--- config.mk ---
export PLATFORM = sky130hd
export DESIGN_NAME = axi_stream_header_arbiter_flat
export DESIGN_NICKNAME = d
export VERILOG_FILES = /design/src/rtl/axis_hdr_pkg.sv /design/src/rtl/axi_stream_header_arbiter_if.sv /design/src/rtl/rr_arbiter.sv /design/src/rtl/axi_stream_header_arbiter.sv /design/src/flat_wrapper.sv
export SDC_FILE = /design/constraint.sdc
export NUM_CORES = 1
export LEC_CHECK = 0
export CORE_UTILIZATION = 30
export CTS_BUF_LIST = sky130_fd_sc_hd__clkbuf_4 sky130_fd_sc_hd__clkbuf_8
export CTS_CLUSTER_SIZE = 25
export DETAILED_ROUTE_END_ITERATION = 10
export HOLD_SLACK_MARGIN = 0.15
export PLACE_DENSITY = 0.73
export SLEW_MARGIN = 20
export SYNTH_ARGS = -nofsm -noshare
export SYNTH_HDL_FRONTEND = slang
export SYNTH_HIERARCHICAL = 1
export SYNTH_SLANG_ARGS = --single-unit
--- constraint.sdc ---
create_clock -name clk -period 8.6 [get_ports clk]
set_input_delay 1.29 -clock clk [delete_from_list [all_inputs] [get_ports clk]]
set_output_delay 1.29 -clock clk [all_outputs]
set_load 0.005 [all_outputs]
--- src/rtl/axis_hdr_pkg.sv ---
`default_nettype none
// ============================================================================
//  Module      : axis_hdr_pkg
//  Description : Shared state encoding and header width derivations for the
//                header arbiter and the header inserter it feeds.
//  Revision    : 1.0 - initial release
// ============================================================================
package axis_hdr_pkg;

    localparam int C_DEF_DATA_WD = 32;
    localparam int C_DEF_NUM_SRC = 4;

    typedef enum logic [1:0] {
        ST_IDLE      = 2'd0,
        ST_OFFER     = 2'd1,
        ST_WAIT_DONE = 2'd2
    } state_t;

    // Bytes per header word.
    function automatic int byte_wd(input int data_wd);
        return data_wd / 8;
    endfunction

    // Width of the header byte-count field.
    function automatic int cnt_wd(input int data_wd);
        return $clog2(data_wd / 8);
    endfunction

endpackage
`default_nettype wire

--- src/rtl/axi_stream_header_arbiter_if.sv ---
`default_nettype none
// ============================================================================
//  Module      : axi_stream_header_arbiter_if
//  Description : Producer-side header requests, inserter-side header channel
//                and status signals of the header arbiter.
//  Revision    : 1.0 - initial release
// ============================================================================
interface axi_stream_header_arbiter_if
    import axis_hdr_pkg::*;
#(
    parameter int DATA_WD      = C_DEF_DATA_WD,
    parameter int DATA_BYTE_WD = byte_wd(DATA_WD),
    parameter int BYTE_CNT_WD  = cnt_wd(DATA_WD),
    parameter int NUM_SRC      = C_DEF_NUM_SRC,
    parameter int SRC_ID_WD    = $clog2(NUM_SRC)
);
    logic [NUM_SRC-1:0]              valid_hdr;
    logic [NUM_SRC*DATA_WD-1:0]      data_hdr;
    logic [NUM_SRC*DATA_BYTE_WD-1:0] keep_hdr;
    logic [NUM_SRC*BYTE_CNT_WD-1:0]  cnt_hdr;
    logic [NUM_SRC-1:0]              ready_hdr;
    logic                            valid_insert;
    logic [DATA_WD-1:0]              data_insert;
    logic [DATA_BYTE_WD-1:0]         keep_insert;
    logic [BYTE_CNT_WD-1:0]          byte_insert_cnt;
    logic                            ready_insert;
    logic                            pkt_done;
    logic [SRC_ID_WD-1:0]            grant_id;
    logic                            busy;
    logic                            err_done;

    // Arbiter view.
    modport slave (
        input  valid_hdr, data_hdr, keep_hdr, cnt_hdr, ready_insert, pkt_done,
        output ready_hdr, valid_insert, data_insert, keep_insert,
               byte_insert_cnt, grant_id, busy, err_done
    );

    // Environment view (producers + inserter).
    modport master (
        output valid_hdr, data_hdr, keep_hdr, cnt_hdr, ready_insert, pkt_done,
        input  ready_hdr, valid_insert, data_insert, keep_insert,
               byte_insert_cnt, grant_id, busy, err_done
    );
endinterface
`default_nettype wire

--- src/rtl/rr_arbiter.sv ---
`default_nettype none
// ============================================================================
//  Module      : rr_arbiter
//  Description : Combinational round-robin pick. The request vector is
//                doubled and shifted by the pointer so the first set bit of
//                the low half is the winner; the pointer is owned by the
//                parent so it only advances on an accepted grant.
//  Revision    : 1.0 - initial release
// ============================================================================
module rr_arbiter #(
    parameter int N      = 4,
    parameter int IDX_WD = $clog2(N)
) (
    input  logic [N-1:0]      req,
    input  logic [IDX_WD-1:0] ptr,
    output logic [N-1:0]      gnt,
    output logic [IDX_WD-1:0] gnt_idx,
    output logic              any
);
    logic [2*N-1:0]    w_dbl;
    logic [N-1:0]      w_rot;
    logic [IDX_WD-1:0] w_off;
    logic [IDX_WD:0]   w_sum;

    assign w_dbl = {req, req};
    assign w_rot = N'(w_dbl >> ptr);
    assign any   = |req;

    // Lowest set bit of the rotated request is the offset from the pointer.
    always_comb begin
        w_off = '0;
        for (int i = N - 1; i >= 0; i--) begin
            if (w_rot[i]) begin
                w_off = IDX_WD'(i);
            end
        end
    end

    assign w_sum   = {1'b0, ptr} + {1'b0, w_off};
    assign gnt_idx = (w_sum >= (IDX_WD+1)'(N)) ? IDX_WD'(w_sum - (IDX_WD+1)'(N))
                                               : w_sum[IDX_WD-1:0];

    // One-hot grant, all-zero when nothing requests.
    always_comb begin
        gnt          = '0;
        gnt[gnt_idx] = any;
    end
endmodule
`default_nettype wire

--- src/rtl/axi_stream_header_arbiter.sv ---
`default_nettype none
// ============================================================================
//  Module      : axi_stream_header_arbiter
//  Description : Round-robin header scheduler in front of the header
//                inserter. Offers one header at a time and waits for the
//                carrying packet to leave before granting the next.
//  Revision    : 1.0 - initial release
// ============================================================================
module axi_stream_header_arbiter
    import axis_hdr_pkg::*;
#(
    parameter int DATA_WD      = C_DEF_DATA_WD,
    parameter int DATA_BYTE_WD = byte_wd(DATA_WD),
    parameter int BYTE_CNT_WD  = cnt_wd(DATA_WD),
    parameter int NUM_SRC      = C_DEF_NUM_SRC,
    parameter int SRC_ID_WD    = $clog2(NUM_SRC)
) (
    input  logic                         clk,
    input  logic                         rst_n,
    axi_stream_header_arbiter_if.slave   bus
);
    state_t                  r_state;
    state_t                  w_next_state;
    logic [SRC_ID_WD-1:0]    r_rr_ptr;
    logic [SRC_ID_WD-1:0]    w_gnt_idx;
    logic [SRC_ID_WD-1:0]    w_ptr_next;
    logic [NUM_SRC-1:0]      w_gnt;
    logic                    w_any;
    logic                    w_accept;
    logic [DATA_WD-1:0]      w_sel_data;
    logic [DATA_BYTE_WD-1:0] w_sel_keep;
    logic [BYTE_CNT_WD-1:0]  w_sel_cnt;

    logic [DATA_WD-1:0]      r_data;
    logic [DATA_BYTE_WD-1:0] r_keep;
    logic [BYTE_CNT_WD-1:0]  r_cnt;
    logic [SRC_ID_WD-1:0]    r_grant_id;
    logic                    r_valid;
    logic                    r_busy;
    logic                    r_err;

    rr_arbiter #(
        .N      (NUM_SRC),
        .IDX_WD (SRC_ID_WD)
    ) u_rr_arbiter (
        .req     (bus.valid_hdr),
        .ptr     (r_rr_ptr),
        .gnt     (w_gnt),
        .gnt_idx (w_gnt_idx),
        .any     (w_any)
    );

    // Payload of the currently picked source.
    assign w_sel_data = bus.data_hdr[int'(w_gnt_idx)*DATA_WD +: DATA_WD];
    assign w_sel_keep = bus.keep_hdr[int'(w_gnt_idx)*DATA_BYTE_WD +: DATA_BYTE_WD];
    assign w_sel_cnt  = bus.cnt_hdr[int'(w_gnt_idx)*BYTE_CNT_WD +: BYTE_CNT_WD];
    assign w_ptr_next = (w_gnt_idx == SRC_ID_WD'(NUM_SRC - 1)) ? '0
                                                              : w_gnt_idx + SRC_ID_WD'(1);

    // Source accept is combinational and only legal in IDLE outside reset.
    assign bus.ready_hdr = (r_state == ST_IDLE && rst_n) ? w_gnt : '0;

    // State register.
    always_ff @(posedge clk or negedge rst_n) begin
        if (!rst_n) begin
            r_state <= ST_IDLE;
        end else begin
            r_state <= w_next_state;
        end
    end

    // Next-state logic; an OFFER handshake wins over a coincident pkt_done.
    always_comb begin
        w_next_state = r_state;
        w_accept     = 1'b0;
        case (r_state)
            ST_IDLE: begin
                if (w_any) begin
                    w_accept     = 1'b1;
                    w_next_state = ST_OFFER;
                end
            end
            ST_OFFER: begin
                if (r_valid && bus.ready_insert) begin
                    w_next_state = ST_WAIT_DONE;
                end
            end
            ST_WAIT_DONE: begin
                if (bus.pkt_done) begin
                    w_next_state = ST_IDLE;
                end
            end
            default: begin
                w_next_state = ST_IDLE;
            end
        endcase
    end

    // Granted header capture, pointer advance and registered status outputs.
    always_ff @(posedge clk or negedge rst_n) begin
        if (!rst_n) begin
            r_rr_ptr   <= '0;
            r_data     <= '0;
            r_keep     <= '0;
            r_cnt      <= '0;
            r_grant_id <= '0;
            r_valid    <= 1'b0;
            r_busy     <= 1'b0;
            r_err      <= 1'b0;
        end else begin
            if (w_accept) begin
                r_data     <= w_sel_data;
                r_keep     <= w_sel_keep;
                r_cnt      <= w_sel_cnt;
                r_grant_id <= w_gnt_idx;
                r_rr_ptr   <= w_ptr_next;
            end
            r_valid <= (w_next_state == ST_OFFER);
            r_busy  <= (w_next_state != ST_IDLE);
            if (bus.pkt_done && r_state != ST_WAIT_DONE) begin
                r_err <= 1'b1;
            end
        end
    end

    assign bus.valid_insert    = r_valid;
    assign bus.data_insert     = r_data;
    assign bus.keep_insert     = r_keep;
    assign bus.byte_insert_cnt = r_cnt;
    assign bus.grant_id        = r_grant_id;
    assign bus.busy            = r_busy;
    assign bus.err_done        = r_err;
endmodule
`default_nettype wire

--- src/flat_wrapper.sv ---
// flat-port wrapper written by rule: the top's interface ports become plain ports
module axi_stream_header_arbiter_flat import axis_hdr_pkg::*;
#(
    parameter int DATA_WD      = C_DEF_DATA_WD,
    parameter int DATA_BYTE_WD = byte_wd(DATA_WD),
    parameter int BYTE_CNT_WD  = cnt_wd(DATA_WD),
    parameter int NUM_SRC      = C_DEF_NUM_SRC,
    parameter int SRC_ID_WD    = $clog2(NUM_SRC)
)
  (clk, rst_n, bus_valid_hdr, bus_data_hdr, bus_keep_hdr, bus_cnt_hdr, bus_ready_insert, bus_pkt_done, bus_ready_hdr, bus_valid_insert, bus_data_insert, bus_keep_insert, bus_byte_insert_cnt, bus_grant_id, bus_busy, bus_err_done);
  axi_stream_header_arbiter_if #(.DATA_WD(DATA_WD), .DATA_BYTE_WD(DATA_BYTE_WD), .BYTE_CNT_WD(BYTE_CNT_WD), .NUM_SRC(NUM_SRC), .SRC_ID_WD(SRC_ID_WD)) bus_i ();
  input  logic clk;
  input  logic rst_n;
  input wire logic [$bits(bus_i.valid_hdr)-1:0] bus_valid_hdr;
  input wire logic [$bits(bus_i.data_hdr)-1:0] bus_data_hdr;
  input wire logic [$bits(bus_i.keep_hdr)-1:0] bus_keep_hdr;
  input wire logic [$bits(bus_i.cnt_hdr)-1:0] bus_cnt_hdr;
  input wire logic [$bits(bus_i.ready_insert)-1:0] bus_ready_insert;
  input wire logic [$bits(bus_i.pkt_done)-1:0] bus_pkt_done;
  output wire logic [$bits(bus_i.ready_hdr)-1:0] bus_ready_hdr;
  output wire logic [$bits(bus_i.valid_insert)-1:0] bus_valid_insert;
  output wire logic [$bits(bus_i.data_insert)-1:0] bus_data_insert;
  output wire logic [$bits(bus_i.keep_insert)-1:0] bus_keep_insert;
  output wire logic [$bits(bus_i.byte_insert_cnt)-1:0] bus_byte_insert_cnt;
  output wire logic [$bits(bus_i.grant_id)-1:0] bus_grant_id;
  output wire logic [$bits(bus_i.busy)-1:0] bus_busy;
  output wire logic [$bits(bus_i.err_done)-1:0] bus_err_done;
  assign bus_i.valid_hdr = bus_valid_hdr;
  assign bus_i.data_hdr = bus_data_hdr;
  assign bus_i.keep_hdr = bus_keep_hdr;
  assign bus_i.cnt_hdr = bus_cnt_hdr;
  assign bus_i.ready_insert = bus_ready_insert;
  assign bus_i.pkt_done = bus_pkt_done;
  assign bus_ready_hdr = bus_i.ready_hdr;
  assign bus_valid_insert = bus_i.valid_insert;
  assign bus_data_insert = bus_i.data_insert;
  assign bus_keep_insert = bus_i.keep_insert;
  assign bus_byte_insert_cnt = bus_i.byte_insert_cnt;
  assign bus_grant_id = bus_i.grant_id;
  assign bus_busy = bus_i.busy;
  assign bus_err_done = bus_i.err_done;
  axi_stream_header_arbiter #(.DATA_WD(DATA_WD), .DATA_BYTE_WD(DATA_BYTE_WD), .BYTE_CNT_WD(BYTE_CNT_WD), .NUM_SRC(NUM_SRC), .SRC_ID_WD(SRC_ID_WD)) u_core (.clk(clk), .rst_n(rst_n), .bus(bus_i));
endmodule
==> impl_metrics.toml <==
[status]
status = "complete, no violations"

[clock_tree]
cts_buffers = 5
cts_tree = "yes"
cts_setup_buffers = 0
clk_pin_slew_ps = 80
cts_resized = 0
htree_levels = 2
ctsHoldBuffers = 0
cts.sinks = 47
clockBufferDepth = 2
clk_latency_ps = 290
cts_root_buf = "clkbuf_8"

[route]
drtAntennaViolNets = 0
drtIter0Drc = 62
drcViolationCount = 0
firstDrtPassIters = 4
vias = 2563
avgViaCountPerCell = 4.818
wl_um = 8388
avgRoutedWirePerCell_um = 15.77

[critical_path]
worstSetupEndpointType = "output pin"
critPathKind = "primary input to output pin"
worstPathMaxFanout = 8
crit_path_cell_trace = "clkdlybuf4s50_1 > nor2b_1 > a21oi_1 > o211ai_1 > o21a_1 > ha_1 > xor2_1 > nand4_1 > a21oi_1 > and3_1 > clkdlybuf4s50_1"
slowest_delay_ps = 600
arrival_ps = 3960
cpMaxStageDelayCell = "clkdlybuf4s50_1"
worstPathRequired_ps = 7310
crit_path_start_kind = "primary input"
ff2ff_setup_slack_ps = 5180

[logic_synthesis]
synth_nets = 361
yosys_register_bits = 47
synth-main-ff-cell = "dfrtp_1"
synth-seq-area-share_pct = 39.04
ys_warn_count = 6
synth-edff-count = 0
syn_area_mm2 = 0.003013
synth_top_cell_area_share_pct = 39.04
synth.area.top_cells = "dfrtp_1, mux4_2, mux2_2, buf_6, ha_1"
syn_area_per_cell_um2 = 15.22
synth.distinct_cells = 33
post-synth-top-area-cell = "dfrtp_1"
synthArstFlopShare_pct = 100.0
synthesis.instances = 198

[final_layout]
final_area_mm2 = 0.005248
area.growth.synth_to_final_pct = 74.17
final_cell_mix = "clkdlybuf4s50_1, dfrtp_1, mux2_2"
num_antenna_cells = 0
drive_gt1_share_pct = 24.56
nNetsFinal = 561
final_common_cell = "clkdlybuf4s50_1"
utilization_pct = 53.69

[global_routing]
grt_max_degree = 52
grt_use_total_pct = 16.24
grt_pass1_vias = 2734
antenna_found_initial = 0
grt_pass1_wl_um = 13030
grt_overflow_total = 0

[timing]
clock_skew_ps = 3.413
tns_ps = 0
slew_headroom_pct = 31.00
finalMaxSlewViolations = 0
timing.fmax_ghz = 0.1906
finalCritPeriodShare_pct = 60.99
worst_slew_pin_slew_ps = 1031
setup_ws_ps = 3354
finalHoldViolations = 0
grt_setup_unrepaired = "no"
period_needed_ps = 5246
setup_viol = 0

[floorplan]
rows = 36
dieWidth_um = 102.2
dieArea_mm2 = 0.01045
core_mm2 = 0.009774
die_y_um = 102.2
initial_core_util_pct = 30.82
pin_count = 207

[power]
peakVddDrop_mv = 0.2323
p_per_area_mw_per_mm2 = 348.5
p_leak_nw = 1.981

[placement]
port_buffers = 206
hpwlAfterDp_um = 6558
placed_area_mm2 = 0.005144
pre_cts_slack_ps = 3399
gp_congestion = 0.7132

[flow_run]
drv_cap = 0

[worst_hold_path]
min_path_type = "flip-flop to flip-flop"
critical path: cells and delay by family:
kind	cells	cell delay, ps
and+or+nand+nor	3	550
buffers and inverters	2	1100
AOI/OAI and AO/OA	4	610
adders and majority gates	1	170
xor gates and xnor gates	1	230
per-layer routing:
metal	track usage (%)	wire, um
met5	0	0
met4	3.956	87
met3	4.583	633
met2	30.05	4692
met1	18.34	2975
stage by stage:
step / hold slack, ps / total power [mW] / std cells
after floorplan: 451.0 / 1.313 / 198
after global placement: 451.1 / 1.681 / 524
after detailed placement: 453.0 / 1.712 / 524
after CTS: 483.2 / 1.867 / 532
after global routing: 502.6 / 1.973 / 532
final: 477.7 / 1.829 / 532
registers in the layout, indices dropped and copies added (netlist names):
register and count:
u_core/bus.err_done 1, u_core/bus.busy 1, u_core/bus.data_insert 32, u_core/bus.grant_id 2, u_core/r_rr_ptr 2, u_core/bus.byte_insert_cnt 2, u_core/bus.keep_insert 4, u_core/bus.valid_insert 1
u_core/r_state 2
path summary, 6_finish.rpt:
check	from	to	cells after the start
min in group asynchronous	rst_n	u_core/bus.data_insert[23]$_DFFE_PN0P_	2
hold / removal	u_core/bus.err_done$_DFFE_PN0P_	u_core/bus.err_done$_DFFE_PN0P_	1
setup / recovery	bus_valid_hdr[2]	bus_ready_hdr[3]	11
hold reg to reg	u_core/bus.err_done$_DFFE_PN0P_	u_core/bus.err_done$_DFFE_PN0P_	1
max in group asynchronous	rst_n	u_core/bus.data_insert[13]$_DFFE_PN0P_	2
setup reg to reg	u_core/r_rr_ptr[1]$_DFFE_PN0P_	u_core/bus.data_insert[15]$_DFFE_PN0P_	10
cells in the mapped netlist (2+ instances only):
cell type and instances:
and3_1 5, mux4_2 38, nand2b_1 4, nand2_1 4, nor2_1 6, nor2b_1 4
clkbuf_1 3, buf_2 6, mux2_2 40, o21ai_2 2, a21oi_1 4, nor3b_1 5
ha_1 3, dfrtp_1 47, and3b_1 2, buf_6 7, mux2_4 2
where the power goes:
group / total [mW] / internal (mW) / leakage, nW / switching, mW
Combinational: 1.27 / 0.801 / 1.38 / 0.469
Sequential: 0.412 / 0.340 / 0.546 / 0.0723
Clock: 0.146 / 0.0766 / 0.0549 / 0.0699
Total: 1.83 / 1.22 / 1.98 / 0.611
kinds of logic after synthesis:
group,Yosys count,share of synthesized area (%)
XOR/XNOR,1,0.2908
AO/OA/AOI/OAI,16,3.655
multiplexers,80,44.35
AND/OR/NAND/NOR,35,7.433
buffers and inverters,16,3.987
flip-flops,47,39.04
adder cells (fa/ha/maj),3,1.246
cell type report:
cell class                 count  area (um^2)
clock buffer                   8        103.9
fill                         829         4527
multi-input combinational    135         1722
sequential                    47         1176
tap                          133        166.4
timing repair buffer         209         2079
(Power assumes the default switching activity.)
